==> src/rtl/turno_controlador.sv <==
// Turn scheduler for the 5x5 naval game: alternates player/PC shots, picks PC cells, counts hits, declares winner.
// Latency: valid btn_fire -> disparo 1 cycle; shot_done -> next side's state 2 cycles; PC pick up to 31 cycles.
// Backpressure: disparo and x/y/turno are held until shot_done; btn_fire and shot_done are dropped outside the states that consume them.
module turno_controlador #(
  parameter int          N_SHIPS     = 3,
  parameter int          TIMEOUT_CYC = 50_000_000,
  parameter logic [4:0]  LFSR_SEED   = 5'b10101
) (
  input  logic       clk,
  input  logic       reset,
  input  logic       start,
  input  logic       btn_fire,
  input  logic [2:0] px,
  input  logic [2:0] py,
  input  logic       shot_done,
  input  logic       shot_hit,
  output logic       turno,
  output logic       disparo,
  output logic [2:0] estado,
  output logic [2:0] x,
  output logic [2:0] y,
  output logic [4:0] player_hits,
  output logic [4:0] pc_hits,
  output logic       shot_reject,
  output logic       game_over,
  output logic       winner
);

  localparam int CW = $clog2(TIMEOUT_CYC + 1);

  typedef enum logic [2:0] {
    S_IDLE, S_P_WAIT, S_P_SHOT, S_P_RES, S_PC_PICK, S_PC_SHOT, S_PC_RES, S_GAME_OVER
  } state_t;

  state_t        state, state_nxt;
  logic [24:0]   mask_p, mask_pc;
  logic [CW-1:0] tmo_cnt;
  logic [4:0]    lfsr;

  logic          in_range, fire_ok, tmo_hit, auto_ok, pc_ok;
  logic [4:0]    fire_idx, auto_idx, pc_v;
  logic [2:0]    auto_x, auto_y, pc_x, pc_y;

  assign in_range = (px <= 3'd4) && (py <= 3'd4);
  assign fire_idx = 5'({2'b00, px} * 5'd5 + {2'b00, py});
  assign fire_ok  = btn_fire && in_range && !mask_p[fire_idx];
  assign tmo_hit  = (tmo_cnt == CW'(TIMEOUT_CYC - 1));
  assign pc_v     = lfsr - 5'd1;
  assign pc_ok    = (pc_v < 5'd25) && !mask_pc[pc_v];

  // Lowest-index free player cell for the timeout auto-shot; scanning downward leaves the lowest one.
  always_comb begin
    auto_ok  = 1'b0;
    auto_idx = 5'd0;
    auto_x   = 3'd0;
    auto_y   = 3'd0;
    for (int i = 24; i >= 0; i--) begin
      if (!mask_p[i]) begin
        auto_ok  = 1'b1;
        auto_idx = 5'(i);
        auto_x   = 3'(i / 5);
        auto_y   = 3'(i % 5);
      end
    end
  end

  // Split the LFSR candidate index into row/column without a divider.
  always_comb begin
    pc_x = 3'd0;
    pc_y = 3'd0;
    for (int i = 0; i < 25; i++) begin
      if (5'(i) == pc_v) begin
        pc_x = 3'(i / 5);
        pc_y = 3'(i % 5);
      end
    end
  end

  // State register.
  always_ff @(posedge clk or posedge reset) begin
    if (reset) state <= S_IDLE;
    else       state <= state_nxt;
  end

  // Next-state and state-decoded outputs; the win check sits ahead of the turn change.
  always_comb begin
    state_nxt = state;
    disparo   = 1'b0;
    game_over = 1'b0;
    estado    = 3'b000;
    case (state)
      S_IDLE: begin
        if (start) state_nxt = S_P_WAIT;
      end
      S_P_WAIT: begin
        estado = 3'b001;
        if (fire_ok || (tmo_hit && auto_ok)) state_nxt = S_P_SHOT;
      end
      S_P_SHOT: begin
        estado  = 3'b010;
        disparo = 1'b1;
        if (shot_done) state_nxt = S_P_RES;
      end
      S_P_RES: begin
        estado    = 3'b010;
        state_nxt = (player_hits == 5'(N_SHIPS)) ? S_GAME_OVER : S_PC_PICK;
      end
      S_PC_PICK: begin
        estado = 3'b001;
        if (pc_ok) state_nxt = S_PC_SHOT;
      end
      S_PC_SHOT: begin
        estado  = 3'b010;
        disparo = 1'b1;
        if (shot_done) state_nxt = S_PC_RES;
      end
      S_PC_RES: begin
        estado    = 3'b010;
        state_nxt = (pc_hits == 5'(N_SHIPS)) ? S_GAME_OVER : S_P_WAIT;
      end
      S_GAME_OVER: begin
        estado    = 3'b100;
        game_over = 1'b1;
        if (start) state_nxt = S_P_WAIT;
      end
      default: state_nxt = S_IDLE;
    endcase
  end

  // Shot datapath: target latching, used-cell masks, hit counters, timeout counter and free-running LFSR.
  always_ff @(posedge clk or posedge reset) begin
    if (reset) begin
      lfsr        <= LFSR_SEED;
      tmo_cnt     <= '0;
      mask_p      <= '0;
      mask_pc     <= '0;
      turno       <= 1'b0;
      x           <= 3'd0;
      y           <= 3'd0;
      player_hits <= 5'd0;
      pc_hits     <= 5'd0;
      shot_reject <= 1'b0;
      winner      <= 1'b0;
    end else begin
      lfsr        <= {lfsr[3:0], lfsr[4] ^ lfsr[2]};
      shot_reject <= 1'b0;
      // Counter only runs while the player is deciding; it wraps if the board has no free cell left.
      tmo_cnt     <= (state == S_P_WAIT && !tmo_hit) ? tmo_cnt + CW'(1) : '0;
      case (state)
        S_IDLE, S_GAME_OVER: begin
          if (start) begin
            mask_p      <= '0;
            mask_pc     <= '0;
            player_hits <= 5'd0;
            pc_hits     <= 5'd0;
            winner      <= 1'b0;
          end
        end
        S_P_WAIT: begin
          if (fire_ok) begin
            x                <= px;
            y                <= py;
            turno            <= 1'b1;
            mask_p[fire_idx] <= 1'b1;
          end else if (tmo_hit && auto_ok) begin
            x                <= auto_x;
            y                <= auto_y;
            turno            <= 1'b1;
            mask_p[auto_idx] <= 1'b1;
          end
          if (btn_fire && !fire_ok) shot_reject <= 1'b1;
        end
        S_P_SHOT: begin
          if (shot_done && shot_hit && player_hits != 5'(N_SHIPS))
            player_hits <= player_hits + 5'd1;
        end
        S_P_RES: begin
          if (player_hits == 5'(N_SHIPS)) winner <= 1'b1;
        end
        S_PC_PICK: begin
          if (pc_ok) begin
            x             <= pc_x;
            y             <= pc_y;
            turno         <= 1'b0;
            mask_pc[pc_v] <= 1'b1;
          end
        end
        S_PC_SHOT: begin
          if (shot_done && shot_hit && pc_hits != 5'(N_SHIPS))
            pc_hits <= pc_hits + 5'd1;
        end
        S_PC_RES: begin
          if (pc_hits == 5'(N_SHIPS)) winner <= 1'b0;
        end
        default: ;
      endcase
    end
  end

endmodule

==> config.mk <==
export PLATFORM = sky130hd
export DESIGN_NAME = turno_controlador
export DESIGN_NICKNAME = d
export VERILOG_FILES = /design/src/rtl/turno_controlador.sv
export SDC_FILE = /design/constraint.sdc
export NUM_CORES = 1
export LEC_CHECK = 0
export ABC_CLOCK_PERIOD_IN_PS = 8250
export BUFFER_PORTS_ARGS = -buffer_cell sky130_fd_sc_hd__buf_2
export CAP_MARGIN = 20
export CORE_AREA = 10 10 93 176
export DETAILED_ROUTE_END_ITERATION = 6
export DIE_AREA = 0 0 103 186
export HOLD_SLACK_MARGIN = 0.12
export PLACE_DENSITY = 0.78
export SETUP_SLACK_MARGIN = 0.3
export SYNTH_ARGS = -nofsm -noshare
export SYNTH_HDL_FRONTEND = slang
export SYNTH_SLANG_ARGS = --single-unit
==> constraint.sdc <==
create_clock -name clk -period 8.25 [get_ports clk]
set_input_delay 0.825 -clock clk [delete_from_list [all_inputs] [get_ports clk]]
set_output_delay 0.825 -clock clk [all_outputs]
set_load 0.02 [all_outputs]
# ---- Yosys cells after proc, flatten, opt, wreduce, memory -nomap -nowiden
# Cells that the tools add are included.
dict set report totals {
  latchBits 0
  mem_bits_ro 0
  mem_bits_rw 0
  wordCells 307
  inputBits 12
  n_memories 0
  out_inout_bits 24
  reg_bits 103
}
dict set report op_classes {
  n_bitwise 4
  addsub 5
  mux 194
  div_mod_pow 0
  n_eq_ne 46
  n_mul 1
  reduce_logical 36
  order_cmp 9
  shift 0
}
# op n
set ops {}
lappend ops {{3-bit two-way mux} 103}
lappend ops {{5-bit two-way mux} 28}
lappend ops {{25-bit two-way mux} 4}
lappend ops {{25-bit case mux with 2 select lines} 2}
lappend ops {{25-bit bitwise OR} 3}
lappend ops {{5-bit == test (first input constant)} 9}
lappend ops {{1-bit two-way mux} 42}
lappend ops {{4-bit by 5-bit == test with 1-bit output (first input constant)} 8}
lappend ops {{26-bit by 1-bit adder with 26-bit output (second input constant)} 1}
lappend ops {{26-bit == test (second input constant)} 1}
lappend ops {{26-bit two-way mux} 1}
lappend ops {{3-bit case mux with 7 select lines} 1}
lappend ops {{3-bit by 5-bit == test with 1-bit output (first input constant)} 4}
lappend ops {{5-bit case mux with 2 select lines} 2}
lappend ops {{5-bit by 6-bit less-than comparator with 1-bit output (second input constant)} 3}
lappend ops {{2-bit inequality test (second input constant)} 8}
lappend ops {{1-bit demux with 5-bit select} 3}
lappend ops {{5-bit by 1-bit greater-or-equal comparator with 1-bit output (second input constant)} 3}
lappend ops {{3-bit AND reduction} 5}
lappend ops {{1-bit logical AND} 13}
lappend ops {{3-bit == test (second input constant)} 4}
lappend ops {{3-bit case mux with 2 select lines} 2}
lappend ops {{5-bit by 1-bit adder with 5-bit output (second input constant)} 2}
lappend ops {{1-bit binary-select mux with 5-bit select} 2}
lappend ops {{27 further kinds} 41}

# ---- Logic depth before layout (Yosys ltp)
# Gate-level depths: netlist (run 1).
dict set report logic_depth {
  depth_word 33
  depth_mapped 13
  ltp_nobuf 12
}

# ---- Least setup slack after synthesis (run 1)
# Ideal clock, no wire load.
dict set report synth_path {
  kind {in2reg}
  from {in px[0]}
  to {reg y[1]}
  cell_stages 13
  n_path_buf 1
  arrival_ns 3.507
  path_slack_ns 4.606
  setup_time_ns 0.137
  cell_sequence {ha_1 ha_1 inv_1 fa_1 xor2_1 and2_0 a22o_1 nor4_4 nor2_2 buf_4 mux2_4 a32oi_1 a31oi_1}
}
dict set report synth_via {
  elab_chain_len 8
  word_cells_on_any_way 13
  classes_between {add/sub: 1; mul: 1; order compare: 1; eq/ne: 1; mux: 4; reduce/logical: 5}
}
# item line_no
set synth_lines {}
lappend synth_lines {{from (decl)} 13} ;# input logic [2:0] px,
lappend synth_lines {{3-bit by 3-bit multiplier with 5-bit output} 45} ;# assign fire_idx = 5'({2'b00, px} * 5'd5 + {2'b00, py});
lappend synth_lines {{5-bit by 3-bit adder with 5-bit output} 45}
lappend synth_lines {{1-bit binary-select mux with 5-bit select} 46} ;# assign fire_ok = btn_fire && in_range && !mask_p[fire_idx];
lappend synth_lines {{1-bit two-way mux (implied by the code)} 46}
lappend synth_lines {{1-bit zero test} 46}
lappend synth_lines {{1-bit logical AND *} 46}
lappend synth_lines {{3-bit inequality test (no line) / 3-bit two-way mux (equally long branches)} -}
lappend synth_lines {{3-bit AND reduction (no line) / 3-bit case mux with 2 select lines (equally long branches)} -}
lappend synth_lines {{to (signal assigned)} 162} ;# y <= py;
lappend synth_lines {{to (signal assigned)} 167} ;# y <= auto_y;
lappend synth_lines {{to (signal assigned)} 183} ;# y <= pc_y;
lappend synth_lines {{to (decl)} 21} ;# output logic [2:0] y,
# Every way passes the cells marked *; elsewhere a longest branch is shown, timed or not. The select of a mux whose other input is x is not followed.
# A chain may end at the register's enable or synchronous reset.

# ---- Worst setup path after layout (run 1)
dict set report layout_path {
  from {in px[0]}
  to {reg mask_p[18]}
}
dict set report layout_via {
  elab_chain_len 9
  word_cells_on_any_way 19
  classes_between {add/sub: 1; mul: 1; order compare: 3; eq/ne: 1; mux: 6; bitwise: 1; reduce/logical: 6}
}
# item line_no
set layout_lines {}
lappend layout_lines {{3-bit by 3-bit multiplier with 5-bit output} 45}
lappend layout_lines {{5-bit by 3-bit adder with 5-bit output} 45}
lappend layout_lines {{5-bit by 6-bit less-than comparator with 1-bit output (implied by the code) / 5-bit by 1-bit greater-or-equal comparator with 1-bit output (equally long branches)} 164} ;# mask_p[fire_idx] <= 1'b1;
lappend layout_lines {{1-bit logical AND (implied by the code)} 164}
lappend layout_lines {{1-bit two-way mux (implied by the code)} 164}
lappend layout_lines {{1-bit demux with 5-bit select} 164}
lappend layout_lines {{25-bit bitwise OR (no line)} -}
lappend layout_lines {{25-bit two-way mux} 160} ;# if (fire_ok) begin
lappend layout_lines {{25-bit case mux with 2 select lines} 149} ;# case (state)
lappend layout_lines {{to (signal assigned)} 152} ;# mask_p <= '0;
lappend layout_lines {{to (signal, indexed assignment)} 164}
lappend layout_lines {{to (signal, indexed assignment)} 169} ;# mask_p[auto_idx] <= 1'b1;
lappend layout_lines {{to (decl)} 36} ;# logic [24:0] mask_p, mask_pc;
# Parallel ways exist; a longest one is shown, timed or not. The select of a mux whose other input is x is not followed.

==> metrics.yaml, run 1 <==
sta:
  worst_slack_ns: 3.967
  max_freq_mhz: 233.5
  worst_clock_skew_ns: 0.01032
  setup_tns_ns: 0
  fin_crit_sh_pct: 51.92
  tightest_slew_ns: 0.9679
  hold_ws_ns: 0.3986
  report.final.setup_viol: 0
  hold_violations: 0
  grt_setup_unrepaired: "false"
  fin_crit_ns: 4.283
  drv_slew: 0
  relSlewSlack_pct: 35.33
power:
  combPwrFrac_pct: 29.8
  leakage_nw: 2.927
  seq_power_share_pct: 41.9
  p_switching_mw: 0.5808
  swShare_pct: 38.06
  max-vdd-ir-drop_uv: 113.6
  p_clk_share_pct: 28.4
  finalPower_mw: 1.526
  powerDensity_nw_per_um2: 211.8
  p_int_mw: 0.9451
grt:
  track_usage_pct: 20.24
  grt_first_pass_wirelength_mm: 30.65
  overflow: 0
  grt_max_degree: 86
  grt_pass1_vias: 5977
  antenna_found_initial: 0
floorplan:
  rows: 60
  io_pins: 36
  start_util_pct: 49.11
  fp.dieH_microns: 186
  die-width_microns: 103
  coreArea_sq_um: 13510
  die_area_sq_um: 19160
logic_synthesis:
  ys_async_sr_fraction_pct: 100.0
  syn_avg_cell_area_sq_um: 8.585
  synth_common_cells: "nor2_1 (112), dfrtp_1 (100), nand2_1 (77)"
  ys_ff_latch: 103
  synth_top_area_share_pct: 37.71
  yosys-top-cells-area: "dfrtp_1 (38%), nor2_1 (6.3%), nand2_1 (4.4%)"
  synth_edf_count: 0
  synthesis.instances: 773
  synth.most_common_cell: "nor2_1"
  yosys.area.top_type: "dfrtp_1"
  synth-main-ff-cell: "dfrtp_1"
  synth_area_sq_um: 6636
  yosysWarnings: 0
  synth_cell_types: 77
  seq_area_frac_synth_pct: 38.90
  syn_nets: 801
critical_path:
  crit_chain: "buf_2 > ha_1 > ha_1 > inv_1 > fa_1 > xor2_1 > and2_0 > a22o_1 > nor4_4 > nor2_2 > a21oi_2 > nand4_1 > o21ai_0"
  r2r_end: "y[0]"
  reg2reg_from: "lfsr[0]"
  reg2reg_slack_ns: 4.32
  crit_type: "in -> reg"
  arrival_ns: 4.54
  r2r_cells: 11
  end_kind: "flop"
  cp-endpoint: "mask_p[18]"
  crit_path_start_kind: "primary input"
  slowest_delay_ns: 0.60
  crit_path_top_delay_cell: "nor4_4"
  worst_path_most_repeated_cell: "ha_1"
  crit_fanout: 11
  required_ns: 8.51
  crit_start: "px[0]"
clock_network:
  ctsResizeCount: 0
  cts-root-buf: "clkbuf_16"
  cts_tree: "yes"
  path_clk_slew_ns: 0.07
  cts_hold_buf: 0
  cts_sinks: 103
  cts_buffer_depth: 2
  htree_levels: 3
  numCtsBuffers: 9
  cts_setup_buffers: 0
  clock_latency_ns: 0.35
status:
  status: "completed"
detailed_routing:
  vias_per_cell: 6.443
  drtPass1Iterations: 7
  wirelength_mm: 18.68
  post_drt_wl_per_cell_microns: 19.75
  ant_nets: 0
  drcViolationCount: 0
  vias: 6095
  drt-initial-drc-count: 466
final_layout:
  layout-drive-gt1-share_pct: 11.25
  area_growth_pct: 8.560
  fin_nets: 814
  antenna_cells: 0
  post-route-util_pct: 53.31
placed_design:
  pre_cts_ws_ns: 3.650
  place_congestion: 1.087
  dp_hpwl_mm: 14.09
  io_buffers: 35
min_path:
  holdCritPathClass: "in -> async"
job:
  maxCapViolCount: 0
-- sequential cells by signal, summed over array words and instances (netlist names) --
signal	flops
lfsr	5
tmo_cnt	26
turno	1
shot_reject	1
y	3
state	3
mask_pc	25
pc_hits	5
player_hits	5
mask_p	25
x	3
winner	1
-- cell families (layout without fill, tap and decap cells) --
kind of cell    Yosys count  after routing  synth area share [%]
simple gates            323            323                 23.38
compound gates          207            207                 20.31
flops                   103            103                 38.90
buf+inv                  68             86                 4.336
xor+xnor                 38             38                 5.015
mux                      18             18                 4.940
fa+ha+maj                16             16                 3.130
-- power by group through the flow --
| stage | clock, mW | combinational [mW] | sequential, mW |
|---|---|---|---|
| finish | 0.433 | 0.454 | 0.639 |
| global route | 0.458 | 0.500 | 0.649 |
| CTS | 0.437 | 0.455 | 0.636 |
| detailed placement | 0 | 0.454 | 0.646 |
| global placement | 0 | 0.448 | 0.646 |
| floorplan | 0 | 0.327 | 0.630 |
-- placed cells by master, fill, tap and decap left out, drive strengths merged, types with 6 or more instances in the layout --
cell | netlist | layout
o21ai | 53 | 53
and3 | 13 | 13
nor3 | 19 | 19
dfrtp | 100 | 100
a32oi | 8 | 8
or3 | 7 | 7
a21oi | 58 | 58
o221ai | 11 | 11
xor2 | 21 | 21
xnor2 | 17 | 17
a22oi | 12 | 12
nor2 | 113 | 113
inv | 28 | 30
nor2b | 6 | 6
nand2 | 77 | 77
and2 | 10 | 10
nand3 | 27 | 27
mux4 | 11 | 11
nand4 | 16 | 16
clkbuf | 23 | 9
ha | 15 | 15
nand2b | 12 | 12
a31oi | 19 | 19
buf | 17 | 42
-- critical path, delay by kind of cell --
| family | cells | cell delay [ns] |
|---|---|---|
| xor gates and xnor gates | 1 | 0.19 |
| AOI/OAI and AO/OA | 3 | 0.93 |
| and+or+nand+nor | 4 | 1.36 |
| buffers and inverters | 2 | 0.19 |
| adders and majority gates | 3 | 1.05 |
-- how the worst min path moves through the flow --
stage / end / cells after the start
global route: pc_hits[4] / 2
detailed placement: y[2] / 1
floorplan: lfsr[3] / 0
finish: pc_hits[3] / 2
CTS: pc_hits[3] / 2
global placement: tmo_cnt[0] / 1
-- stage by stage --
step           area [sq um]  instances
3_5_place_dp           6873        929
4_1_cts                7177        945
2_1_floorplan          6636        773
5_1_grt                7204        946
6_report               7204        946
3_3_place_gp           6873        929
-- area by class of cell --
type | instances | area, sq um
fillers | 1272 | 6309
multi-input cells | 602 | 3770
flip-flops and latches | 103 | 2581
repair buffers | 42 | 247.7
clock buffers | 9 | 225.2
well taps | 155 | 193.9
inverters | 28 | 107.6
clock inverters | 7 | 78.83
-- per-layer routing --
layer | part of all wire [%] | GRT usage (%) | vias to the layer above
li1 | - | - | 2830
met1 | 35 | 21.02 | 2929
met2 | 53 | 35.89 | 249
met3 | 5.4 | 3.306 | 87
met4 | 6.9 | 13.37 | 0
met5 | 0 | 0 | -
Note: power is estimated with default switching activity, not from simulation.
==> inputs of run 2 (changes only) <==
--- a/config.mk
+++ b/config.mk
@@ -5,7 +5,7 @@
 export SDC_FILE = /design/constraint.sdc
 export NUM_CORES = 1
 export LEC_CHECK = 0
-export ABC_CLOCK_PERIOD_IN_PS = 8250
+export ABC_CLOCK_PERIOD_IN_PS = 4300
 export BUFFER_PORTS_ARGS = -buffer_cell sky130_fd_sc_hd__buf_2
 export CAP_MARGIN = 20
 export CORE_AREA = 10 10 93 176
==> constraint.sdc (replaced) <==
create_clock -name clk -period 4.3 [get_ports clk]
set_input_delay 0.43 -clock clk [delete_from_list [all_inputs] [get_ports clk]]
set_output_delay 0.43 -clock clk [all_outputs]
set_load 0.02 [all_outputs]
==> metrics.yaml, run 2 (synthesis gave the netlist of run 1 again) <==
sta:
  fin_crit_sh_pct: 84.46
  tightest_slew_ns: 0.9370
  grt_setup_unrepaired: "false"
  worst_clock_skew_ns: 0.01297
  hold_ws_ns: 0.2482
  drv_slew: 0
  hold_violations: 0
  report.final.setup_viol: 0
  max_freq_mhz: 275.4
  relSlewSlack_pct: 37.53
  fin_crit_ns: 3.632
  setup_tns_ns: 0
power:
  leakage_nw: 2.936
  max-vdd-ir-drop_uv: 249.1
  powerDensity_nw_per_um2: 412.1
  finalPower_mw: 2.972
clock_network:
  cts-root-buf: "clkbuf_16"
  numCtsBuffers: 9
  cts_buffer_depth: 2
  htree_levels: 3
  cts_tree: "yes"
  cts_setup_buffers: 0
  clock_latency_ns: 0.35
  cts_hold_buf: 0
  path_clk_slew_ns: 0.07
  ctsResizeCount: 0
  cts_sinks: 103
grt:
  grt_first_pass_wirelength_mm: 32.06
  track_usage_pct: 21.61
  grt_pass1_vias: 6136
  grt_max_degree: 71
  antenna_found_initial: 0
  overflow: 0
critical_path:
  crit_chain: "buf_2 > ha_1 > ha_1 > inv_1 > fa_1 > xnor2_1 > nor2_1 > a22oi_1 > and4_4 > nor2_2 > a32oi_2 > a31o_2 > a211oi_2"
  crit_path_top_delay_cell: "nor2_2"
  slowest_delay_ns: 0.52
  arrival_ns: 3.90
  crit_type: "in -> reg"
  worst_path_most_repeated_cell: "ha_1"
  crit_fanout: 11
  cp_top_family: "simple AND/OR/NAND/NOR gates"
  end_kind: "flop"
  required_ns: 4.57
  cp_num_buf_inv: 2
  crit_path_start_kind: "primary input"
placed_design:
  io_buffers: 35
  dp_hpwl_mm: 15.59
  place_congestion: 0.9874
  dp_cells: 933
floorplan:
  start_util_pct: 49.11
  io_pins: 36
  fp.dieH_microns: 186
  die-width_microns: 103
  rows: 60
  die_area_sq_um: 19160
  coreArea_sq_um: 13510
final_layout:
  largest_register: "tmo_cnt"
  area_growth_pct: 8.673
  largest_register_ffs: 26
  antenna_cells: 0
  n_fill_cell: 1260
  biggestRegsByFlops: "tmo_cnt: 26 flops, mask_p: 25 flops, mask_pc: 25 flops"
  fin_nets: 817
  final_common_cell: "nor2_1"
  final_cell_mix: "nor2_1 (111), dfrtp_1 (100), nand2_1 (77)"
  layout-drive-gt1-share_pct: 11.46
  finalNonFillerCells: 949
job:
  maxCapViolCount: 0
detailed_routing:
  drcViolationCount: 0
  wirelength_mm: 20.37
  vias_per_cell: 6.513
  vias: 6181
  drtPass1Iterations: 5
  post_drt_wl_per_cell_microns: 21.46
  ant_nets: 0
  drt-initial-drc-count: 506
status:
  status: "completed"
min_path:
  holdCritPathClass: "in -> async"
## run 2: changes by cell type in the layout (fill, tap and decap cells not counted), sizes merged
cell,delta
clkinvlp,-1
clkbuf,+1
buf,+3
clkinv,+1
inv,-1
## run 2: path summary, 6_finish.rpt
path / start / endpoint / slack, ns / cells past startpoint
max in group asynchronous: reset / lfsr[2] / 3.01 / 3
worst min register to register: x[2] / x[2] / 0.48 / 1
worst max-delay path: px[0] / state[1] / 0.67 / 13
min in group clk: btn_fire / shot_reject / 0.45 / 2
worst max register to register: lfsr[0] / y[0] / 1.06 / 10
worst min-delay path: reset / pc_hits[0] / 0.25 / 2
## run 2: per-stage QoR
| stage | utilization (%) | area [sq um] | setup WS, ns |
|---|---|---|---|
| 4_1_cts | 53.37 | 7212 | 0.7343 |
| 6_report | 53.37 | 7212 | 0.6684 |
| 3_3_place_gp | 51.08 | 6903 | 0.4381 |
| 5_1_grt | 53.37 | 7212 | 0.4981 |
| 3_5_place_dp | 51.08 | 6903 | 0.3767 |
| 2_1_floorplan | - | 6636 | 1.051 |
## run 2: report_power, final
part / internal, mW / total, mW / switching [mW] / leakage, nW
sequential: 1.06 / 1.21 / 0.143 / 1.40
clock: 0.461 / 0.841 / 0.380 / 0.146
combinational: 0.297 / 0.925 / 0.628 / 1.39
total: 1.82 / 2.97 / 1.15 / 2.94
## run 2: worst reg2reg max path: stages, from the launching register on
cell and delay, ns:
dfstp_2 0.53, inv_1 0.12, ha_1 0.25, xor2_1 0.28, mux4_2 0.37, nor3b_1 0.16, nor3_1 0.32, nand3_1 0.34
a311o_1 0.38, a211oi_1 0.27, a221o_1 0.17
## run 2: final cells by class
| cell class | count | area [sq um] | share of cell area, % |
|---|---|---|---|
| repair buffers | 45 | 250.2 | 3.470 |
| multi-input cells | 602 | 3770 | 52.27 |
| well taps | 155 | 193.9 | 2.689 |
| clock buffers | 10 | 229.0 | 3.175 |
| clock inverters | 6 | 80.08 | 1.110 |
| inverters | 28 | 107.6 | 1.492 |
| flip-flops and latches | 103 | 2581 | 35.79 |
## run 2: layer usage
layer  vias up  share of wire [%]  track usage (%)
li1       2821                  -                -
met1      3012                 34            21.07
met2       246                 55            39.38
met3       102                3.9            2.675
met4         0                7.9            16.51
met5         -                  0                0
